### src/rtl/cpu_sequencer_if.sv
// Fetch/decode/execute control bundle between the sequencer and the datapath/instruction memory.
interface cpu_sequencer_if;
    logic       imem_req;
    logic       imem_ack;
    logic       ir_we;
    logic       pc_we;
    logic [1:0] pc_sel;
    logic       rf_we;
    logic [5:0] op;
    logic       branch_taken;

    modport master (
        output imem_req, ir_we, pc_we, pc_sel, rf_we,
        input  imem_ack, op, branch_taken
    );

    modport slave (
        input  imem_req, ir_we, pc_we, pc_sel, rf_we,
        output imem_ack, op, branch_taken
    );
endinterface

### src/rtl/cpu_sequencer.sv
// Multi-cycle instruction sequencer: FETCH -> DECODE -> EXEC -> WB with fetch timeout,
// illegal-opcode halt, single-step mode and a retired-instruction counter.
module cpu_sequencer (
    input  logic                   clk,
    input  logic                   rst_n,
    input  logic                   run,
    input  logic                   step,
    input  logic                   clear,
    cpu_sequencer_if.master        bus,
    output logic [2:0]             state,
    output logic                   halted,
    output logic [1:0]             err,
    output logic [31:0]            retired
);

    typedef enum logic [2:0] {
        S_IDLE   = 3'b000,
        S_FETCH  = 3'b001,
        S_DECODE = 3'b010,
        S_EXEC   = 3'b011,
        S_WB     = 3'b100,
        S_HALT   = 3'b101
    } state_t;

    state_t      cur;
    logic        step_mode;
    logic        armed;
    logic [7:0]  wait_cnt;
    logic [31:0] retired_q;

    function automatic logic op_legal(input logic [5:0] o);
        return (o[5:3] == 3'b000) || (o[5:3] == 3'b001) ||
               (o == 6'b011100) || (o == 6'b011111);
    endfunction

    function automatic logic op_writes_rf(input logic [5:0] o);
        return (o == 6'b000000) || (o[5:3] == 3'b001) ||
               (o == 6'b011100) || (o == 6'b011111);
    endfunction

    assign state   = cur;
    assign retired = retired_q;
    assign halted  = (cur == S_HALT);

    // PC source is only meaningful while pc_we is high, i.e. in EXEC.
    always_comb begin
        bus.pc_sel = 2'b00;
        if (cur == S_EXEC) begin
            if (bus.op[5:1] == 5'b00001)
                bus.pc_sel = 2'b10;
            else if (bus.branch_taken &&
                     ((bus.op == 6'b000001) || (bus.op[5:2] == 4'b0001)))
                bus.pc_sel = 2'b01;
        end
    end

    // Strobes are registered together with the transition that enters their state,
    // so each one is high exactly for the duration of that state.
    always_ff @(posedge clk or negedge rst_n) begin
        if (!rst_n) begin
            cur          <= S_IDLE;
            step_mode    <= 1'b0;
            armed        <= 1'b0;
            wait_cnt     <= '0;
            retired_q    <= '0;
            err          <= 2'b00;
            bus.imem_req <= 1'b0;
            bus.ir_we    <= 1'b0;
            bus.pc_we    <= 1'b0;
            bus.rf_we    <= 1'b0;
        end else begin
            armed        <= 1'b1;
            bus.imem_req <= 1'b0;
            bus.ir_we    <= 1'b0;
            bus.pc_we    <= 1'b0;
            bus.rf_we    <= 1'b0;
            case (cur)
                S_IDLE: begin
                    if (armed && (run || step)) begin
                        cur          <= S_FETCH;
                        step_mode    <= step & ~run;
                        wait_cnt     <= '0;
                        bus.imem_req <= 1'b1;
                    end
                end
                S_FETCH: begin
                    if (bus.imem_ack) begin
                        cur       <= S_DECODE;
                        bus.ir_we <= 1'b1;
                    end else if (wait_cnt == 8'd254) begin
                        cur      <= S_HALT;
                        wait_cnt <= 8'd255;
                        err      <= 2'b01;
                    end else begin
                        wait_cnt     <= wait_cnt + 8'd1;
                        bus.imem_req <= 1'b1;
                    end
                end
                S_DECODE: begin
                    if (op_legal(bus.op)) begin
                        cur       <= S_EXEC;
                        bus.pc_we <= 1'b1;
                    end else begin
                        cur <= S_HALT;
                        err <= 2'b10;
                    end
                end
                S_EXEC: begin
                    cur       <= S_WB;
                    bus.rf_we <= op_writes_rf(bus.op);
                end
                S_WB: begin
                    retired_q <= retired_q + 32'd1;
                    if (run && !step_mode) begin
                        cur          <= S_FETCH;
                        wait_cnt     <= '0;
                        bus.imem_req <= 1'b1;
                    end else begin
                        cur <= S_IDLE;
                    end
                end
                S_HALT: begin
                    if (clear) begin
                        cur <= S_IDLE;
                        err <= 2'b00;
                    end
                end
                default: cur <= S_IDLE;
            endcase
        end
    end

endmodule

### src/flat_wrapper.sv
// flat-port wrapper written by rule: the top's interface ports become plain ports
module cpu_sequencer_flat 
  (clk, rst_n, run, step, clear, state, halted, err, retired, bus_imem_req, bus_ir_we, bus_pc_we, bus_pc_sel, bus_rf_we, bus_imem_ack, bus_op, bus_branch_taken);
  cpu_sequencer_if bus_i ();
  input  logic clk;
  input  logic rst_n;
  input  logic run;
  input  logic step;
  input  logic clear;
  output logic [2:0] state;
  output logic halted;
  output logic [1:0] err;
  output logic [31:0] retired;
  output wire logic [$bits(bus_i.imem_req)-1:0] bus_imem_req;
  output wire logic [$bits(bus_i.ir_we)-1:0] bus_ir_we;
  output wire logic [$bits(bus_i.pc_we)-1:0] bus_pc_we;
  output wire logic [$bits(bus_i.pc_sel)-1:0] bus_pc_sel;
  output wire logic [$bits(bus_i.rf_we)-1:0] bus_rf_we;
  input wire logic [$bits(bus_i.imem_ack)-1:0] bus_imem_ack;
  input wire logic [$bits(bus_i.op)-1:0] bus_op;
  input wire logic [$bits(bus_i.branch_taken)-1:0] bus_branch_taken;
  assign bus_imem_req = bus_i.imem_req;
  assign bus_ir_we = bus_i.ir_we;
  assign bus_pc_we = bus_i.pc_we;
  assign bus_pc_sel = bus_i.pc_sel;
  assign bus_rf_we = bus_i.rf_we;
  assign bus_i.imem_ack = bus_imem_ack;
  assign bus_i.op = bus_op;
  assign bus_i.branch_taken = bus_branch_taken;
  cpu_sequencer u_core (.clk(clk), .rst_n(rst_n), .run(run), .step(step), .clear(clear), .bus(bus_i), .state(state), .halted(halted), .err(err), .retired(retired));
endmodule
### config.mk
export PLATFORM = sky130hd
export DESIGN_NAME = cpu_sequencer_flat
export DESIGN_NICKNAME = d
export VERILOG_FILES = /design/src/rtl/cpu_sequencer_if.sv /design/src/rtl/cpu_sequencer.sv /design/src/flat_wrapper.sv
export SDC_FILE = /design/constraint.sdc
export NUM_CORES = 1
export LEC_CHECK = 0
export CAP_MARGIN = 20
export CELL_PAD_IN_SITES_DETAIL_PLACEMENT = 1
export CELL_PAD_IN_SITES_GLOBAL_PLACEMENT = 1
export CORE_ASPECT_RATIO = 1.2
export CORE_UTILIZATION = 39
export DETAILED_ROUTE_END_ITERATION = 7
export PLACE_DENSITY = 0.9
export SLEW_MARGIN = 20
export SYNTH_ARGS = -nofsm -noshare
export SYNTH_HDL_FRONTEND = slang
export SYNTH_SLANG_ARGS = --single-unit
### constraint.sdc
create_clock -name clk -period 2.04 [get_ports clk]
set_input_delay 0.408 -clock clk [delete_from_list [all_inputs] [get_ports clk]]
set_output_delay 0.408 -clock clk [all_outputs]
set_load 0.01 [all_outputs]
==> results.md, run 1 <==
- The achievable frequency is 426 MHz.
- Setup violations remaining at the end of the flow were counted as 2.
- The final layout net count is 347.
- The setup slack of the most critical reg-to-reg path is 0.20 ns.
- In the finished design, the share of the clock period the worst path needs comes to 1.15.
- The unique cell type count in the Yosys netlist is 45.
- The first-pass iteration count of the detailed router is 4.
- In the routed layout, each cell is associated on average with a via count of 5.23.
- The area of the core is 6450 um^2.
- From bottom edge to top edge, the die measures 91.7 um.
- STA puts the critical path data required time at 1.63 ns.
- The number of global-route vias before repair is 2378.
- The clock network fraction of total power is 0.211.
- The internal portion of the total power is 1990 uW.
- The maximum number of buffers from clock root to sink is 2.
- The run finished, with violations left.
- The count of placed standard cells in the final layout, fillers left out is 417.
- In the post-synthesis netlist, the biggest area contributors are dfrtp_1 49%, xnor2_1 6.7%, xor2_1 4.0%, o21ai_0 3.6%, nand3_1 2.7%.
- The final period demand of the worst path is 2.35 ns.
- The number of sinks on the clock net is 51.
- The share of synthesized area in the top cell type comes to 0.489.
- The capture point of the worst reg-to-reg path is u_core.retired[26]$_DFFE_PN0P_.
- The number of levels the H-tree was split into is 2.
- After clock tree synthesis, the clock-pin slew on the worst setup and hold paths is 0.09 ns.
- In this run, post-CTS hold repair placed 0 buffers.
- The violation count after the first detailed-routing iteration is 83.
- Summed over all layers, the global routing overflow is 0.
- The routed design has 6370 um of wire.
- The leading area contributor after synthesis is dfrtp_1.
- In this run the horizontal extent of the chip is 76.7 um.
- The placed cell count is 407.
- The sequential fraction of design power is 0.419.
- Of the total power, the share spent switching nets is 0.333.
- The die covers 7030 um^2.
- The worst slack after detailed placement is -0.911 ns.
- The average cell area after synthesis is 10.4 um^2.
- The worst-case IR drop observed on VDD is 0.568 mV.
- The CTS tree is done.
- Setup total negative slack on the finished layout was measured at -0.519 ns.
- After layout, the design draws a total of 2980 uW.
- The number of slew-limit violations in the final report is 0.
- The number of violations of the max-capacitance limit is 0.
- The peak fanout along the critical path is 2.
- The total vias in the final route is 2179.
- The critical path in this run is classified as register to output pin.
- The number of flops mapped to enable cells by yosys is 0.
- The commonest register cell after synthesis is dfrtp_1.
- The number of synthesis warnings is 0.
- Summed over all nets, the half-perimeter wirelength after detailed placement is 4670 um.
- The share of total power dissipated in combinational logic is 0.370.
- STA classifies the critical path startpoint as a register.
- The number of nets handed over by synthesis was 268.
- The number of buffers added by the clock tree synthesis step is 5.
- The number of top-level design ports is 57.
- The sequential-to-total area share from yosys stat is 0.489.
- The post-synthesis instance total is 252.
- The type of the most critical hold path is primary input to async pin.
- Across the routed clock network, the largest skew measured is 0.00448 ns.
- After detailed routing, the number of remaining DRC violations is 0.
- The pin count of the biggest net entering global routing is 34.
- For this run, asynchronously set or reset flops after synthesis account for 1.00.
- The checks that failed: negative setup slack.
- The number of register bits inferred by synthesis is 51.
- Relative to the synthesized area, the layout overhead comes to 34.9%.
- The first-pass GRT wire length is 11200 um.
- The filler cells instantiated in the layout total 735.
- For this design the ratio of total power to cell area is 847 nW/um^2.
- Summing all non-filler instances in the final layout gives an area of 3520 um^2.
- In the global route stage, overall resource usage came out at 0.200.
- The initial antenna violation count is 0.
- At the worst endpoint, the arrival time is 1.94 ns.
- Routability-driven placement finished with a final weighted congestion of 0.736.
- The smallest setup slack after layout is -0.307 ns.
- The tree is rooted in a clkbuf_8.
- 0 antenna diodes ended up in the layout.
- At the later pin of the worst-skew pair, clock insertion delay measures 0.31 ns.
- The leakage power summed over all cells is 0.00159 uW.
- The total count of hold-check failures in the final report is 0.
- The summed instance area of the synthesized netlist is 2610 um^2.
- The critical register-to-register path startpoint is u_core.state[0]$_DFFE_PN0P_.
- The worst setup path is captured at an output pin.
- The initial core utilization is 0.405.
- In this run the tool buffered the top-level ports with 56 buffer cells.
- Row generation in the floorplan step produced 32 rows.
- The number of cell instances on the worst register-to-register path is 6.
- In the final layout, the share of cells above drive strength 1 is 0.172.
- Setup repair after global routing could not meet its margin everywhere.
- The detail-routed net length per standard cell is 15.3 um.
- The placement-stage cell area is 3420 um^2.
- The remaining antenna violation count is 0.
- The analysis attributes to net switching a power of 994 uW.
cell usage after synthesis (2+ instances only):
| master | count |
|---|---|
| and2_1 | 3 |
| mux2_2 | 2 |
| and3_1 | 6 |
| xnor2_1 | 20 |
| nor3_2 | 5 |
| a21oi_1 | 5 |
| nand4_1 | 7 |
| or3_1 | 2 |
| nor4_4 | 2 |
| xor2_1 | 12 |
| nor2_1 | 17 |
| buf_6 | 2 |
| inv_1 | 16 |
| nand3_1 | 14 |
| o211ai_1 | 4 |
| nand2_1 | 18 |
| nor3b_1 | 3 |
| a31oi_1 | 4 |
| o21ai_0 | 19 |
| dfrtp_1 | 51 |
| and4_1 | 3 |
| nor3_1 | 4 |
| nand4_4 | 2 |
| nor2b_1 | 5 |
| clkbuf_1 | 3 |
| ha_1 | 3 |
| and4_2 | 2 |
state kept, by name (all words and copies together) (netlist names):
register,flops
u_core.armed,1
u_core.bus.rf_we,1
u_core.step_mode,1
u_core.bus.ir_we,1
u_core.retired,32
u_core.err,2
u_core.bus.imem_req,1
u_core.state,3
u_core.wait_cnt,8
u_core.bus.pc_we,1
through the flow:
stage	hold slack (ns)	utilization
finish	0.0495	0.547
global route	0.0816	0.547
detailed placement	0.411	0.530
global placement	0.395	0.530
CTS	0.0619	0.544
floorplan	0.112	-
worst max-delay path: stages (launching register included):
cell     delay [ns]
dfrtp_1        0.37
inv_2          0.05
or4_4          0.53
or3_4          0.37
nor3b_4        0.16
buf_2          0.15
cell families (layout without fill, tap and decap cells):
kind of cell | after synthesis | after routing | synth area share
buffers and inverters | 22 | 102 | 0.0378
XOR/XNOR | 32 | 32 | 0.107
AO/OA/AOI/OAI | 43 | 43 | 0.104
adder cells (fa/ha/maj) | 3 | 3 | 0.0144
multiplexers | 3 | 3 | 0.0125
AND/OR/NAND/NOR | 97 | 97 | 0.234
other | 1 | 1 | 0.00144
flip-flops | 51 | 51 | 0.489
power groups by stage:
stage | Clock (uW) | Combinational (uW) | Sequential [uW]
final | 628 | 1100 | 1250
after detailed placement | 0 | 1080 | 1260
after global routing | 701 | 1220 | 1270
after global placement | 0 | 1060 | 1260
after floorplan | 0 | 526 | 1310
after CTS | 661 | 1090 | 1250
placed cells by master, fill, tap and decap left out, drive strengths merged, types with 3 or more instances in the layout:
cell / synthesis / layout
nor3: 9 / 9
ha: 3 / 3
dfrtp: 51 / 51
nor3b: 4 / 4
clkdlybuf4s50: 0 / 52
inv: 16 / 16
xor2: 12 / 12
clkbuf: 3 / 6
buf: 3 / 25
xnor2: 20 / 20
nor2: 17 / 17
nor2b: 5 / 5
a31oi: 4 / 4
nand4: 9 / 9
and3: 6 / 6
a21oi: 5 / 5
o211ai: 4 / 4
nand3: 14 / 14
and2: 3 / 3
o21ai: 19 / 19
and4: 5 / 5
nand2: 18 / 18
how the worst max path moves through the flow:
stage / startpoint / end / slack (ns) / cells past startpoint
2_1_floorplan: u_core.state[0]$_DFFE_PN0P_ / bus_pc_sel[1] / 0.006 / 4
3_3_place_gp: bus_op[5] / bus_pc_sel[1] / -0.88 / 5
3_5_place_dp: bus_op[5] / bus_pc_sel[1] / -0.91 / 5
4_1_cts: u_core.state[1]$_DFFE_PN0P_ / bus_pc_sel[1] / -0.33 / 5
5_1_grt: u_core.state[1]$_DFFE_PN0P_ / bus_pc_sel[1] / -0.38 / 5
6_report: u_core.state[1]$_DFFE_PN0P_ / bus_pc_sel[1] / -0.31 / 5
repair_timing:
item                       4_1_cts  5_1_grt
pin swaps                        3        1
hold endpoints to repair         0        0
gates resized for setup         11        2
gates cloned                     0        0
setup endpoints to repair        3        3
setup buffers                    0        2
per-layer routing:
layer / share of wire / track usage / vias to the layer above
met3: 0.033 / 0.0328 / 11
li1: - / - / 1044
met1: 0.41 / 0.229 / 1069
met2: 0.54 / 0.372 / 55
met4: 0.019 / 0.0689 / 0
met5: 0 / 0 / -
cell type report:
class	count	area [um^2]	area share
Multi-Input combinational cell	179	1260	0.357
Sequential cell	51	1280	0.362
Timing Repair Buffer	78	722	0.205
Clock buffer	6	82.6	0.0234
Tap cell	85	106	0.0302
Inverter	16	60.1	0.0170
Clock inverter	2	16.3	0.00461
No activity file was read; power rests on OpenSTA's default activity.
==> inputs of run 2 (changes only) <==
- clock period: 2.04 -> 2.45 ns (I/O delays scaled with it)
==> results.md, run 2 (synthesized netlist as in run 1, its figures left out) <==
- The flow ran to the end, and the final reports show no timing, DRC or antenna violations.
- The first-pass GRT wire length is 10700 um (-4.7%).
- The critical register-to-register path startpoint is u_core.state[1]$_DFFE_PN0P_.
- The setup slack of the most critical reg-to-reg path is 0.48 ns (+0.28 ns).
- The final design area excluding fillers is 3430 um^2 (-2.7%).
- The peak fanout along the critical path is 2 (unchanged).
- The number of levels the H-tree was split into came to 2 (unchanged).
- The sum of overflow across all layers after global routing is 0 (unchanged).
- The pin count of the biggest net entering global routing is 52 (+53%).
- The remaining max-slew budget at the tightest pin is 0.568.
- The total inserted antenna cells was 0 (unchanged).
- The flip-flop count of the largest register, all copies and words added is 32 (unchanged).
- The smallest setup slack after layout was 0.0281 ns (+0.335 ns).
- The total power density per cell area is 712 nW/um^2 (-16%).
- The peak per-stage delay on the critical path is 0.53 ns (about the same).
- The kind of cell adding the most delay to the critical path is simple AND/OR/NAND/NOR gates.
- The reported net switching power came to 829 uW (-17%).
- The height of the die was 91.7 um (unchanged).
- The final layout net count is 337 (-2.9%).
- The number of slew-limit violations in the final report is 0 (unchanged).
- The standard-cell row count is 32 (unchanged).
- The first-pass iteration count of the detailed router is 4 (unchanged).
- The number of buffers added for setup after CTS is 0 (unchanged).
- The worst setup path is launched from a register.
- The total count of hold-check failures in the final report came to 0 (unchanged).
- For this design, the slowest cell found on the critical path is or4_4.
- The combinational share of power is 0.359 (-0.011).
- Traced cell by cell, the critical path runs through inv_2, or4_4, or3_4, nor3b_2, buf_2.
- The HPWL after detailed placement was 4550 um (-2.5%).
- The final weighted congestion in routability-driven placement is 0.758 (+3.0%).
- The initial core utilization was 0.405 (unchanged).
- The worst hold path belongs to the class primary input to async pin.
- The worst endpoint data arrival time is 1.93 ns (about the same).
- The maximum number of buffers from clock root to sink is 2 (unchanged).
- The required time at the worst-slack endpoint was 1.96 ns (+0.33 ns).
- Leaving out fill and tap cells, the most frequent cell in the layout is clkdlybuf4s50_1.
- The number of buffers and inverters on the critical path is 2 (unchanged).
- The share of post-route cells with drive strength above 1 is 0.137 (-0.0350).
- The number of violations of the max-capacitance limit is 0 (unchanged).
- The total internal power is 1620 uW (-19%).
- TritonCTS built the clock tree.
- The worst hold slack is 0.280 ns (+0.230 ns).
- The hold buffer count at CTS came to 0 (unchanged).
- Setup repair after global routing could not meet its margin everywhere.
- The clock latency on the worst-skew pair came to 0.31 ns (about the same).
- The worst setup path is captured at an output pin.
- The number of sinks on the clock net is 51 (unchanged).
- The worst slack after detailed placement is -0.496 ns (+0.414 ns).
- The clock skew after layout came to 0.00581 ns (+0.00133 ns).
- Compared with the post-synthesis result, the final layout area differs by 31.3%.
- The number of top-level design ports is 57 (unchanged).
- Based on the critical path, the design can be clocked at up to 413 MHz.
- The violation count after the first detailed-routing iteration is 78 (-6.0%).
- The endpoint identified for the worst register-to-register timing path is u_core.retired[26]$_DFFE_PN0P_.
- The number of buffers added by the clock tree synthesis step is 5 (unchanged).
- The portion of the clock cycle consumed by the worst path in the final layout is 0.989.
- The number of global-route vias before repair is 2270 (-4.5%).
- The total vias in the final route was 2120 (-2.7%).
- The transition time at the pin with the least slew margin is 0.648 ns.
- Leaving out fill and tap cells, the most frequent cells in the layout are 52 x clkdlybuf4s50_1, 51 x dfrtp_1, 20 x xnor2_1, 19 x o21ai_0, 18 x nand2_1.
- The fraction of power spent switching nets is 0.339 (+0.00576).
- The post-layout utilization of the core is 0.532 (-0.0146).
- The final wirelength was 6140 um (-3.6%).
- The cell sitting at the root of the clock tree is a clkbuf_8.
- The total routing resource utilization after global routing is 0.191 (-0.00862).
- The clock-pin slew on the worst setup and hold paths came to 0.09 ns (about the same).
- The die boundary width is 76.7 um (unchanged).
- The sequential fraction of design power is 0.425 (+0.006).
- The total of endpoints with negative setup slack in the final report is 0 (-2).
- The overall power consumption came to 2440 uW (-18%).
- The clock network fraction of total power was 0.216 (+0.005).
- The number of remaining DRC errors is 0 (unchanged).
- The initial antenna violation count is 0 (unchanged).
- The number of cell instances on the worst register-to-register path is 6 (unchanged).
- The critical path class is register to output pin.
- The count of filler cells inserted in the layout came to 727 (-1.1%).
- The die area is 7030 um^2 (unchanged).
- The final period demand of the worst path is 2.42 ns.
- The placement-stage cell area is 3330 um^2 (-2.6%).
- The number of input and output port buffers inserted is 56 (unchanged).
- The area of the core is 6450 um^2 (unchanged).
- The remaining antenna violation count was 0 (unchanged).
- The detail-routed via count per cell was 5.21 (-0.32%).
- The maximum vdd drop was 0.436 mV (-23%).
- The detail-routed net length per standard cell is 15.1 um (-1.3%).
- The leakage power summed over all cells was 0.00154 uW (-3.2%).
==> run 2: cell types whose count changed in the layout (fill, tap and decap cells not counted), sizes merged <==
cell | before | now
dlygate4sd2 | 1 | 0
buf | 25 | 15
dlymetal6s2s | 0 | 1
==> run 2: power groups by stage <==
stage          combinational, uW  sequential [uW]  clock, uW
6_report                     878             1040        528
3_3_place_gp                 849             1050          0
5_1_grt                      973             1050        580
2_1_floorplan                436             1090          0
3_5_place_dp                 878             1050          0
4_1_cts                      889             1040        541
==> run 2: area by class of cell <==
class                   instances  area, um^2  area share
repair buffers                 68         638       0.186
multi-input cells             179        1250       0.365
inverters                      16        60.1      0.0175
flip-flops and latches         51        1280       0.372
clock inverters                 2        16.3     0.00474
clock buffers                   6        82.6      0.0241
well taps                      85         106      0.0310
==> run 2: what timing repair did <==
| action | CTS | global route |
|---|---|---|
| endpoints found under the setup margin | 2 | 2 |
| gates resized for setup | 12 | 2 |
| pin swaps | 0 | 1 |
==> run 2: per-layer routing <==
metal	global-route usage	routed length [um]	vias to the layer above
li1	-	-	1015
met1	0.220	2580	1052
met2	0.359	3320	49
met3	0.0368	201	4
met4	0.0481	42	0
met5	0	0	-
==> run 2: worst max path at each step <==
stage | from | end | depth (start not counted)
final | u_core.state[1]$_DFFE_PN0P_ | bus_pc_sel[1] | 5
after global routing | u_core.state[1]$_DFFE_PN0P_ | bus_pc_sel[1] | 5
after CTS | bus_op[5] | bus_pc_sel[1] | 5
after detailed placement | bus_op[5] | bus_pc_sel[1] | 5
after global placement | bus_op[5] | bus_pc_sel[1] | 5
after floorplan | u_core.state[1]$_DFFE_PN0P_ | bus_pc_sel[1] | 5
==> run 2: per-stage QoR <==
step	setup TNS [ns]	cells
CTS	-0.0414	407
global placement	-0.824	399
finish	0	407
global route	-0.0389	407
floorplan	0	252
detailed placement	-0.862	399
==> inputs of run 3 (changes only) <==
- MAX_ROUTING_LAYER: not set -> met4
==> results.md, run 3 (synthesized netlist as in run 1, its figures left out) <==
- The run finished with clean final reports.
- The number of remaining DRC errors was 0 (unchanged).
- The worst slack after detailed placement is -0.496 ns (unchanged).
- The min-delay analysis places its worst path in the category primary input to async pin.
- The summed negative setup slack over all endpoints was 0 ns (unchanged).
- The total count of hold-check failures in the final report was 0 (unchanged).
- The die boundary width is 76.7 um (unchanged).
- The final layout net count is 337 (unchanged).
- The initial core utilization is 0.405 (unchanged).
- The standard-cell row count is 32 (unchanged).
- The first-pass GRT wire length is 10700 um (+0.26%).
- The number of levels the H-tree was split into is 2 (unchanged).
- The final wirelength came to 6180 um (+0.59%).
- The synthesis-to-layout area growth is 31.3% (unchanged).
- Setup repair after global routing could not meet its margin everywhere.
- The total of endpoints with negative setup slack in the final report came to 0 (unchanged).
- The required time at the worst-slack endpoint came to 1.96 ns (about the same).
- The die area is 7030 um^2 (unchanged).
- The flip-flop count of the largest register, all copies and words added is 32 (unchanged).
- The peak fanout along the critical path is 2 (unchanged).
- The maximum number of buffers from clock root to sink is 2 (unchanged).
- The clock skew after layout was 0.00474 ns (-0.00107 ns).
- The clock-pin slew on the worst setup and hold paths is 0.09 ns (about the same).
- The overall power consumption is 2450 uW (about the same).
- The library cell used most frequently in the layout, excluding fill and tap cells, is clkdlybuf4s50_1.
- The number of input and output port buffers inserted is 56 (unchanged).
- The portion of the clock cycle consumed by the worst path in the final layout came to 0.988 (about the same).
- The first-pass iteration count of the detailed router is 4 (unchanged).
- The worst endpoint data arrival time is 1.93 ns (about the same).
- The total routing resource utilization after global routing is 0.197 (+0.00571).
- The transition time at the pin with the least slew margin was 0.660 ns (+0.0115 ns).
- The worst setup path is captured at an output pin.
- The initial antenna violation count came to 0 (unchanged).
- The total power density per cell area was 713 nW/um^2 (about the same).
- The number of top-level design ports is 57 (unchanged).
- The achievable frequency was 413 MHz (about the same).
- The number of violations of the max-capacitance limit is 0 (unchanged).
- The detail-routed via count per cell came to 5.20 (-0.19%).
- The smallest setup slack after layout is 0.0284 ns (+0.000296 ns).
- The height of the die came to 91.7 um (unchanged).
- The HPWL after detailed placement is 4550 um (unchanged).
- The final weighted congestion in routability-driven placement came to 0.768 (+1.3%).
- The number of slew-limit violations in the final report is 0 (unchanged).
- The total inserted antenna cells is 0 (unchanged).
- The maximum vdd drop is 0.435 mV (-0.20%).
- The number of buffers added by the clock tree synthesis step is 5 (unchanged).
- The root buffer cell is clkbuf_8.
- The number of sinks on the clock net came to 51 (unchanged).
- The final period demand of the worst path is 2.42 ns (-0.000296 ns).
- The placement-stage cell area is 3330 um^2 (unchanged).
- The number of global-route vias before repair is 2263 (-0.31%).
- The sum of overflow across all layers after global routing is 0 (unchanged).
- The remaining max-slew budget at the tightest pin came to 0.560 (-0.00767).
- TritonCTS built the clock tree.
- The detail-routed net length per standard cell came to 15.2 um (+0.59%).
- The area of the core was 6450 um^2 (unchanged).
- The share of post-route cells with drive strength above 1 came to 0.137 (unchanged).
- The leakage power summed over all cells is 0.00154 uW (unchanged).
- STA classifies the critical path startpoint as a register.
- By startpoint and endpoint, the worst setup path is classified as register to output pin.
- The clock latency on the worst-skew pair is 0.31 ns (about the same).
- The final design area excluding fillers is 3430 um^2 (unchanged).
- The number of cell instances on the worst register-to-register path is 6 (unchanged).
- The violation count after the first detailed-routing iteration was 99 (+27%).
- The total vias in the final route is 2116 (-0.19%).
- The pin count of the biggest net entering global routing is 52 (unchanged).
- The remaining antenna violation count is 0 (unchanged).
- Leaving out fill and tap cells, the most frequent cells in the layout are 52 x clkdlybuf4s50_1, 51 x dfrtp_1, 20 x xnor2_1, 19 x o21ai_0, 18 x nand2_1.
run 3: cell counts in the layout (fill, tap and decap cells not counted):
No cell type changed its count.
run 3: layout make-up:
| class | count | area [um^2] |
|---|---|---|
| Tap cell | 85 | 106 |
| Sequential cell | 51 | 1280 |
| Fill cell | 727 | 3020 |
| Clock inverter | 2 | 16.3 |
| Inverter | 16 | 60.1 |
| Clock buffer | 6 | 82.6 |
| Timing Repair Buffer | 68 | 638 |
| Multi-Input combinational cell | 179 | 1250 |
run 3: worst paths after layout:
kind	startpoint	endpoint	slack, ns
max	u_core.state[1]$_DFFE_PN0P_	bus_pc_sel[1]	0.03
min	rst_n	u_core.err[1]$_DFFE_PN0P_	0.28
max reg2reg	u_core.state[1]$_DFFE_PN0P_	u_core.retired[26]$_DFFE_PN0P_	0.49
min reg2reg	u_core.retired[31]$_DFFE_PN0P_	u_core.retired[31]$_DFFE_PN0P_	0.48
max in group asynchronous	rst_n	u_core.retired[1]$_DFFE_PN0P_	1.72
min in group clk	u_core.retired[31]$_DFFE_PN0P_	u_core.retired[31]$_DFFE_PN0P_	0.48
run 3: worst max-delay path, stage by stage (launching register included):
cell and delay, ns:
dfrtp_1 0.37, inv_2 0.04, or4_4 0.53, or3_4 0.35, nor3b_2 0.18, buf_2 0.15
run 3: power breakdown:
group | switching, uW | total [uW] | leakage, uW | internal, uW
clock network | 297 | 528 | 0.0000474 | 231
logic | 444 | 880 | 0.000805 | 436
registers | 89.7 | 1040 | 0.000691 | 948
total | 830 | 2450 | 0.00154 | 1620
run 3: layer usage:
| metal | track usage | routed length, um | vias up |
|---|---|---|---|
| met1 | 0.223 | 2610 | 1045 |
| li1 | - | - | 1014 |
| met4 | 0.0481 | 46 | 0 |
| met5 | - | 0 | - |
| met2 | 0.359 | 3320 | 53 |
| met3 | 0.0328 | 200 | 4 |
run 3: stage by stage:
step	utilization	cells	hold slack, ns
after floorplan	-	252	0.194
final	0.532	407	0.278
after global routing	0.532	407	0.333
after detailed placement	0.516	399	0.468
after CTS	0.532	407	0.313
after global placement	0.516	399	0.455
run 3: repair_timing:
| item | in CTS | in global routing |
|---|---|---|
| setup buffers | 0 | 0 |
| setup endpoints to repair | 2 | 2 |
| pin swaps | 0 | 1 |
| hold buffers | 0 | 0 |
| gates resized for setup | 12 | 2 |
